## src/rtl/pipe_pkg.sv

```systemverilog
// Shared constants for the pipeline stage register:
// default widths, bubble PC and control-bundle field positions.
package pipe_pkg;

    localparam int DATA_W_DEF = 69;
    localparam int CTRL_W_DEF = 8;
    localparam int PC_W_DEF   = 32;

    localparam logic [31:0] PC_RST = 32'h8000_0000;

    localparam int CTRL_REGWR  = 0;
    localparam int CTRL_MEMWR  = 1;
    localparam int CTRL_MEMRD  = 2;
    localparam int CTRL_M2R_LO = 3;
    localparam int CTRL_M2R_HI = 4;
    localparam int CTRL_PCS_LO = 5;
    localparam int CTRL_PCS_HI = 7;

    typedef enum logic [1:0] {
        ST_EMPTY = 2'd0,
        ST_ONE   = 2'd1,
        ST_TWO   = 2'd2
    } state_e;

endpackage

```

## src/rtl/pipe_slot.sv

```systemverilog
// One storage entry of the stage register: payload, ctrl, pc, valid.
// clear wipes everything; drop only invalidates so the payload lingers.
module pipe_slot
    import pipe_pkg::*;
#(
    parameter int              DATA_W = DATA_W_DEF,
    parameter int              CTRL_W = CTRL_W_DEF,
    parameter int              PC_W   = PC_W_DEF,
    parameter logic [PC_W-1:0] RST_PC = pipe_pkg::PC_RST
) (
    input  logic              clk,
    input  logic              reset,
    input  logic              i_load,
    input  logic              i_clear,
    input  logic              i_drop,
    input  logic [DATA_W-1:0] i_data,
    input  logic [CTRL_W-1:0] i_ctrl,
    input  logic [PC_W-1:0]   i_pc,
    output logic              o_valid,
    output logic [DATA_W-1:0] o_data,
    output logic [CTRL_W-1:0] o_ctrl,
    output logic [PC_W-1:0]   o_pc
);

    logic              r_valid;
    logic [DATA_W-1:0] r_data;
    logic [CTRL_W-1:0] r_ctrl;
    logic [PC_W-1:0]   r_pc;

    always_ff @(posedge clk or posedge reset) begin
        if (reset) begin
            r_valid <= 1'b0;
            r_data  <= '0;
            r_ctrl  <= '0;
            r_pc    <= RST_PC;
        end else if (i_clear) begin
            r_valid <= 1'b0;
            r_data  <= '0;
            r_ctrl  <= '0;
            r_pc    <= RST_PC;
        end else if (i_load) begin
            r_valid <= 1'b1;
            r_data  <= i_data;
            r_ctrl  <= i_ctrl;
            r_pc    <= i_pc;
        end else if (i_drop) begin
            r_valid <= 1'b0;
        end
    end

    assign o_valid = r_valid;
    assign o_data  = r_data;
    assign o_ctrl  = r_ctrl;
    assign o_pc    = r_pc;

endmodule

```

## src/rtl/pipe_stage_reg.sv

```systemverilog
// Two-entry skid buffer between pipeline stages with flush and a
// registered in_ready; an empty stage presents a no-write bubble.
module pipe_stage_reg
    import pipe_pkg::*;
#(
    parameter int              DATA_W = DATA_W_DEF,
    parameter int              CTRL_W = CTRL_W_DEF,
    parameter int              PC_W   = PC_W_DEF,
    parameter logic [PC_W-1:0] PC_RST = pipe_pkg::PC_RST
) (
    input  logic              clk,
    input  logic              reset,
    input  logic              in_valid,
    output logic              in_ready,
    input  logic [DATA_W-1:0] in_data,
    input  logic [CTRL_W-1:0] in_ctrl,
    input  logic [PC_W-1:0]   in_pc,
    input  logic              flush,
    output logic              out_valid,
    input  logic              out_ready,
    output logic [DATA_W-1:0] out_data,
    output logic [CTRL_W-1:0] out_ctrl,
    output logic [PC_W-1:0]   out_pc,
    output logic [1:0]        occupancy
);

    state_e r_state;
    logic   r_in_ready;

    logic              w_acc;
    logic              w_drn;
    logic              w_hd_load;
    logic              w_hd_from_sk;
    logic              w_hd_drop;
    logic              w_sk_load;
    logic              w_sk_drop;
    logic              w_hd_vld;
    logic [DATA_W-1:0] w_hd_data;
    logic [CTRL_W-1:0] w_hd_ctrl;
    logic [PC_W-1:0]   w_hd_pc;
    logic              w_sk_vld;
    logic [DATA_W-1:0] w_sk_data;
    logic [CTRL_W-1:0] w_sk_ctrl;
    logic [PC_W-1:0]   w_sk_pc;
    logic [DATA_W-1:0] w_hd_in_data;
    logic [CTRL_W-1:0] w_hd_in_ctrl;
    logic [PC_W-1:0]   w_hd_in_pc;

    assign w_acc = in_valid & r_in_ready;
    assign w_drn = w_hd_vld & out_ready;

    always_comb begin
        w_hd_load    = 1'b0;
        w_hd_from_sk = 1'b0;
        w_hd_drop    = 1'b0;
        w_sk_load    = 1'b0;
        w_sk_drop    = 1'b0;
        unique case (r_state)
            ST_EMPTY: w_hd_load = w_acc;
            ST_ONE: begin
                if (w_acc && w_drn) begin
                    w_hd_load = 1'b1;
                end else if (w_acc) begin
                    w_sk_load = 1'b1;
                end else if (w_drn) begin
                    w_hd_drop = 1'b1;
                end
            end
            ST_TWO: begin
                if (w_drn) begin
                    w_hd_load    = 1'b1;
                    w_hd_from_sk = 1'b1;
                    w_sk_drop    = 1'b1;
                end
            end
            default: ;
        endcase
    end

    assign w_hd_in_data = w_hd_from_sk ? w_sk_data : in_data;
    assign w_hd_in_ctrl = w_hd_from_sk ? w_sk_ctrl : in_ctrl;
    assign w_hd_in_pc   = w_hd_from_sk ? w_sk_pc   : in_pc;

    // in_ready is a pure function of the next state, so it never
    // depends combinationally on out_ready.
    always_ff @(posedge clk or posedge reset) begin
        if (reset) begin
            r_state    <= ST_EMPTY;
            r_in_ready <= 1'b1;
        end else if (flush) begin
            r_state    <= ST_EMPTY;
            r_in_ready <= 1'b1;
        end else begin
            unique case (r_state)
                ST_EMPTY: begin
                    if (w_acc) r_state <= ST_ONE;
                end
                ST_ONE: begin
                    if (w_acc && !w_drn) begin
                        r_state    <= ST_TWO;
                        r_in_ready <= 1'b0;
                    end else if (!w_acc && w_drn) begin
                        r_state <= ST_EMPTY;
                    end
                end
                ST_TWO: begin
                    if (w_drn) begin
                        r_state    <= ST_ONE;
                        r_in_ready <= 1'b1;
                    end
                end
                default: begin
                    r_state    <= ST_EMPTY;
                    r_in_ready <= 1'b1;
                end
            endcase
        end
    end

    pipe_slot #(
        .DATA_W (DATA_W),
        .CTRL_W (CTRL_W),
        .PC_W   (PC_W),
        .RST_PC (PC_RST)
    ) u_head (
        .clk     (clk),
        .reset   (reset),
        .i_load  (w_hd_load),
        .i_clear (flush),
        .i_drop  (w_hd_drop),
        .i_data  (w_hd_in_data),
        .i_ctrl  (w_hd_in_ctrl),
        .i_pc    (w_hd_in_pc),
        .o_valid (w_hd_vld),
        .o_data  (w_hd_data),
        .o_ctrl  (w_hd_ctrl),
        .o_pc    (w_hd_pc)
    );

    pipe_slot #(
        .DATA_W (DATA_W),
        .CTRL_W (CTRL_W),
        .PC_W   (PC_W),
        .RST_PC (PC_RST)
    ) u_skid (
        .clk     (clk),
        .reset   (reset),
        .i_load  (w_sk_load),
        .i_clear (flush),
        .i_drop  (w_sk_drop),
        .i_data  (in_data),
        .i_ctrl  (in_ctrl),
        .i_pc    (in_pc),
        .o_valid (w_sk_vld),
        .o_data  (w_sk_data),
        .o_ctrl  (w_sk_ctrl),
        .o_pc    (w_sk_pc)
    );

    // Skid validity is implied by the state; kept for observability.
    logic w_unused;
    assign w_unused = w_sk_vld;

    assign in_ready  = r_in_ready;
    assign out_valid = w_hd_vld;
    assign out_data  = w_hd_data;
    assign out_ctrl  = w_hd_vld ? w_hd_ctrl : '0;
    assign out_pc    = w_hd_vld ? w_hd_pc : PC_RST;
    assign occupancy = r_state;

endmodule

```

## config.mk

```make
export PLATFORM = sky130hd
export DESIGN_NAME = pipe_stage_reg
export DESIGN_NICKNAME = d
export VERILOG_FILES = /design/src/rtl/pipe_pkg.sv /design/src/rtl/pipe_slot.sv /design/src/rtl/pipe_stage_reg.sv
export SDC_FILE = /design/constraint.sdc
export NUM_CORES = 1
export LEC_CHECK = 0
export CORE_ASPECT_RATIO = 0.9
export CORE_UTILIZATION = 50
export DETAILED_ROUTE_END_ITERATION = 12
export PLACE_DENSITY = 0.78
export SYNTH_ARGS = -nofsm -noshare
export SYNTH_HDL_FRONTEND = slang
export SYNTH_HIERARCHICAL = 1
export SYNTH_SLANG_ARGS = --single-unit
```

## constraint.sdc

```tcl
create_clock -name clk -period 3.5 [get_ports clk]
set_input_delay 0.35 -clock clk [delete_from_list [all_inputs] [get_ports clk]]
set_output_delay 0.35 -clock clk [all_outputs]
set_load 0.02 [all_outputs]
```

==> run summary <==
status - completed
number of port buffers - 226
Root Driver - clkbuf_16
Routed wire per std cell - 17.2 microns
synthesized area - 11200 sq um
GPL Wtd Cong - 0.746
Yosys warning count - 6
Cell Area, Placed - 13400 sq um
fraction of layout cells with a size suffix above 1 - 15.5%
TritonCTS buffer count - 24
Post-Synthesis Cells - 899
vias in the first global route - 7393
Final ANT Viol Nets - 0
initial antenna violation count - 0
area of the core - 21800 sq um
DRT iter0 DRCs - 317
reg2reg end - u_head/o_data[52]
detailed-route via count - 7263
final setup fails - 0
final hold viol count - 0
final instance area - 14300 sq um
non-filler cells, final - 1410
total of max-cap violations - 0
Layout area overhead - 27.1%
Crit path largest cell delay - 620 ps
Starting Density - 51.4%
Crit. End Element - primary output
worst-case reg-to-reg path depth - 7
per-instance average area after synthesis - 12.5 sq um
Fin Clk Skew - 10.3 ps
GRT overflow - 0
RSZ-0062 raised after global routing - no
I/O pin total - 227
maximum clock frequency - 414 MHz
Clock transition at path regs - 60 ps
ant diodes - 0
chip height - 144 microns
Worst Path Max Fanout - 45
Hold WC Path Type - primary input to asynchronous set/reset pin
post-cts repair resize count - 0
post-CTS setup buffer count - 0
CP top delay family - buffers and inverters
PD cells - 504 nW/um^2
Die X - 160 microns
Syn Nets - 1013
maximum vdd ir drop - 310 uV
die area - 23100 sq um
cts hold-fix bufs - 0
CP Launch Type - flop
Buffers & Inverters on Critical Path - 2
Total GRT Usage - 20.9%
fin crit period - 2420 ps
first-pass GRT wire length - 38900 microns
actual slew at the worst max-slew pin - 819 ps
crit path from - u_head/o_valid
total power draw - 7.19 mW
Rows - 51
clk buf depth - 3
critical path class - flop to primary output
Via density - 5.15
Crit path required time - 3150 ps
Critical Path AT - 2070 ps
placed cells - 1367
nets@finish - 1216
register-to-register setup slack - 1280 ps
critical path's slowest cell - clkdlybuf4s50_1
Rel. slew slack - 45.4%
RR Startpoint - u_head/o_valid
H-tree levels - 1
TNS Setup - 0 ps
clk_lat worst skew - 500 ps
DR pass1 iterations - 4
routed wire length - 24300 microns
total clock sinks - 222
Leak Pwr - 6.60 nW
post-detail-place hpwl - 15400 microns
CTS tree - yes
final max-slew violation count - 0
crit share post-route - 69.1%
CP Cell Sequence - buf_4, and2_1, clkdlybuf4s50_1
largest net degree at the start of global routing - 104
Residual DRC - 0
==> routing by layer <==
metal,GRT usage [%],share of wire (%)
met2,34.1,47
met1,29.0,46
met3,4.27,5.4
met4,4.26,1.4
met5,0,0
==> registers in the layout, indices dropped and copies added (netlist names) <==
signal / flops
u_head/o_data: 69
u_skid/o_data: 69
u_head/o_pc: 32
u_skid/o_pc: 32
u_head/o_ctrl: 8
u_skid/o_ctrl: 8
occupancy: 2
in_ready: 1
u_head/o_valid: 1
==> worst max-delay path by stage <==
stage | cells after the start | slack [ps] | endpoint
2_1_floorplan | 1 | 250 | u_head/o_ctrl[0]
3_3_place_gp | 7 | 1160 | u_head/o_pc[12]
3_5_place_dp | 7 | 1120 | u_head/o_data[52]
4_1_cts | 3 | 1070 | out_pc[4]
5_1_grt | 3 | 980 | out_pc[4]
6_report | 3 | 1080 | out_pc[4]
==> worst register-to-register path, cell delays in order, from the launching register on <==
cell and delay (ps):
dfrtp_1 320, buf_4 370, a21bo_2 260, nand3_1 130, o21ai_4 210, buf_12 400
mux2i_1 330, nor2_1 60
==> through the flow <==
step	worst slack, ps	hold WS, ps	utilization, %
floorplan	249	103	-
global placement	1160	494	61.5
detailed placement	1120	501	61.5
CTS	1070	168	65.3
global route	985	188	65.3
finish	1080	189	65.3
==> placed cells by master, fill, tap and decap left out, drive strengths merged, types with 3 or more instances in the layout <==
master,count
clkinv,3
buf,16
inv,5
and2,41
dfstp,3
dfrtp,219
clkdlybuf4s50,225
nand2,3
nor2,219
clkbuf,38
mux2,109
mux2i,216
==> area by class of cell <==
type / instances / area (sq um)
well taps: 291 / 364
inverters: 5 / 23.8
fillers: 1658 / 7560
clock inverters: 5 / 75.1
multi-input cells: 608 / 4980
clock buffers: 38 / 774
repair buffers: 241 / 2490
flip-flops and latches: 222 / 5560
==> where the power goes <==
| part | internal, mW | total [mW] | switching [mW] |
|---|---|---|---|
| Combinational | 0.798 | 1.59 | 0.795 |
| Clock | 1.66 | 2.66 | 1.01 |
| Sequential | 2.80 | 2.94 | 0.140 |
| Total | 5.25 | 7.19 | 1.94 |
Power figures use the tool's default switching activity.
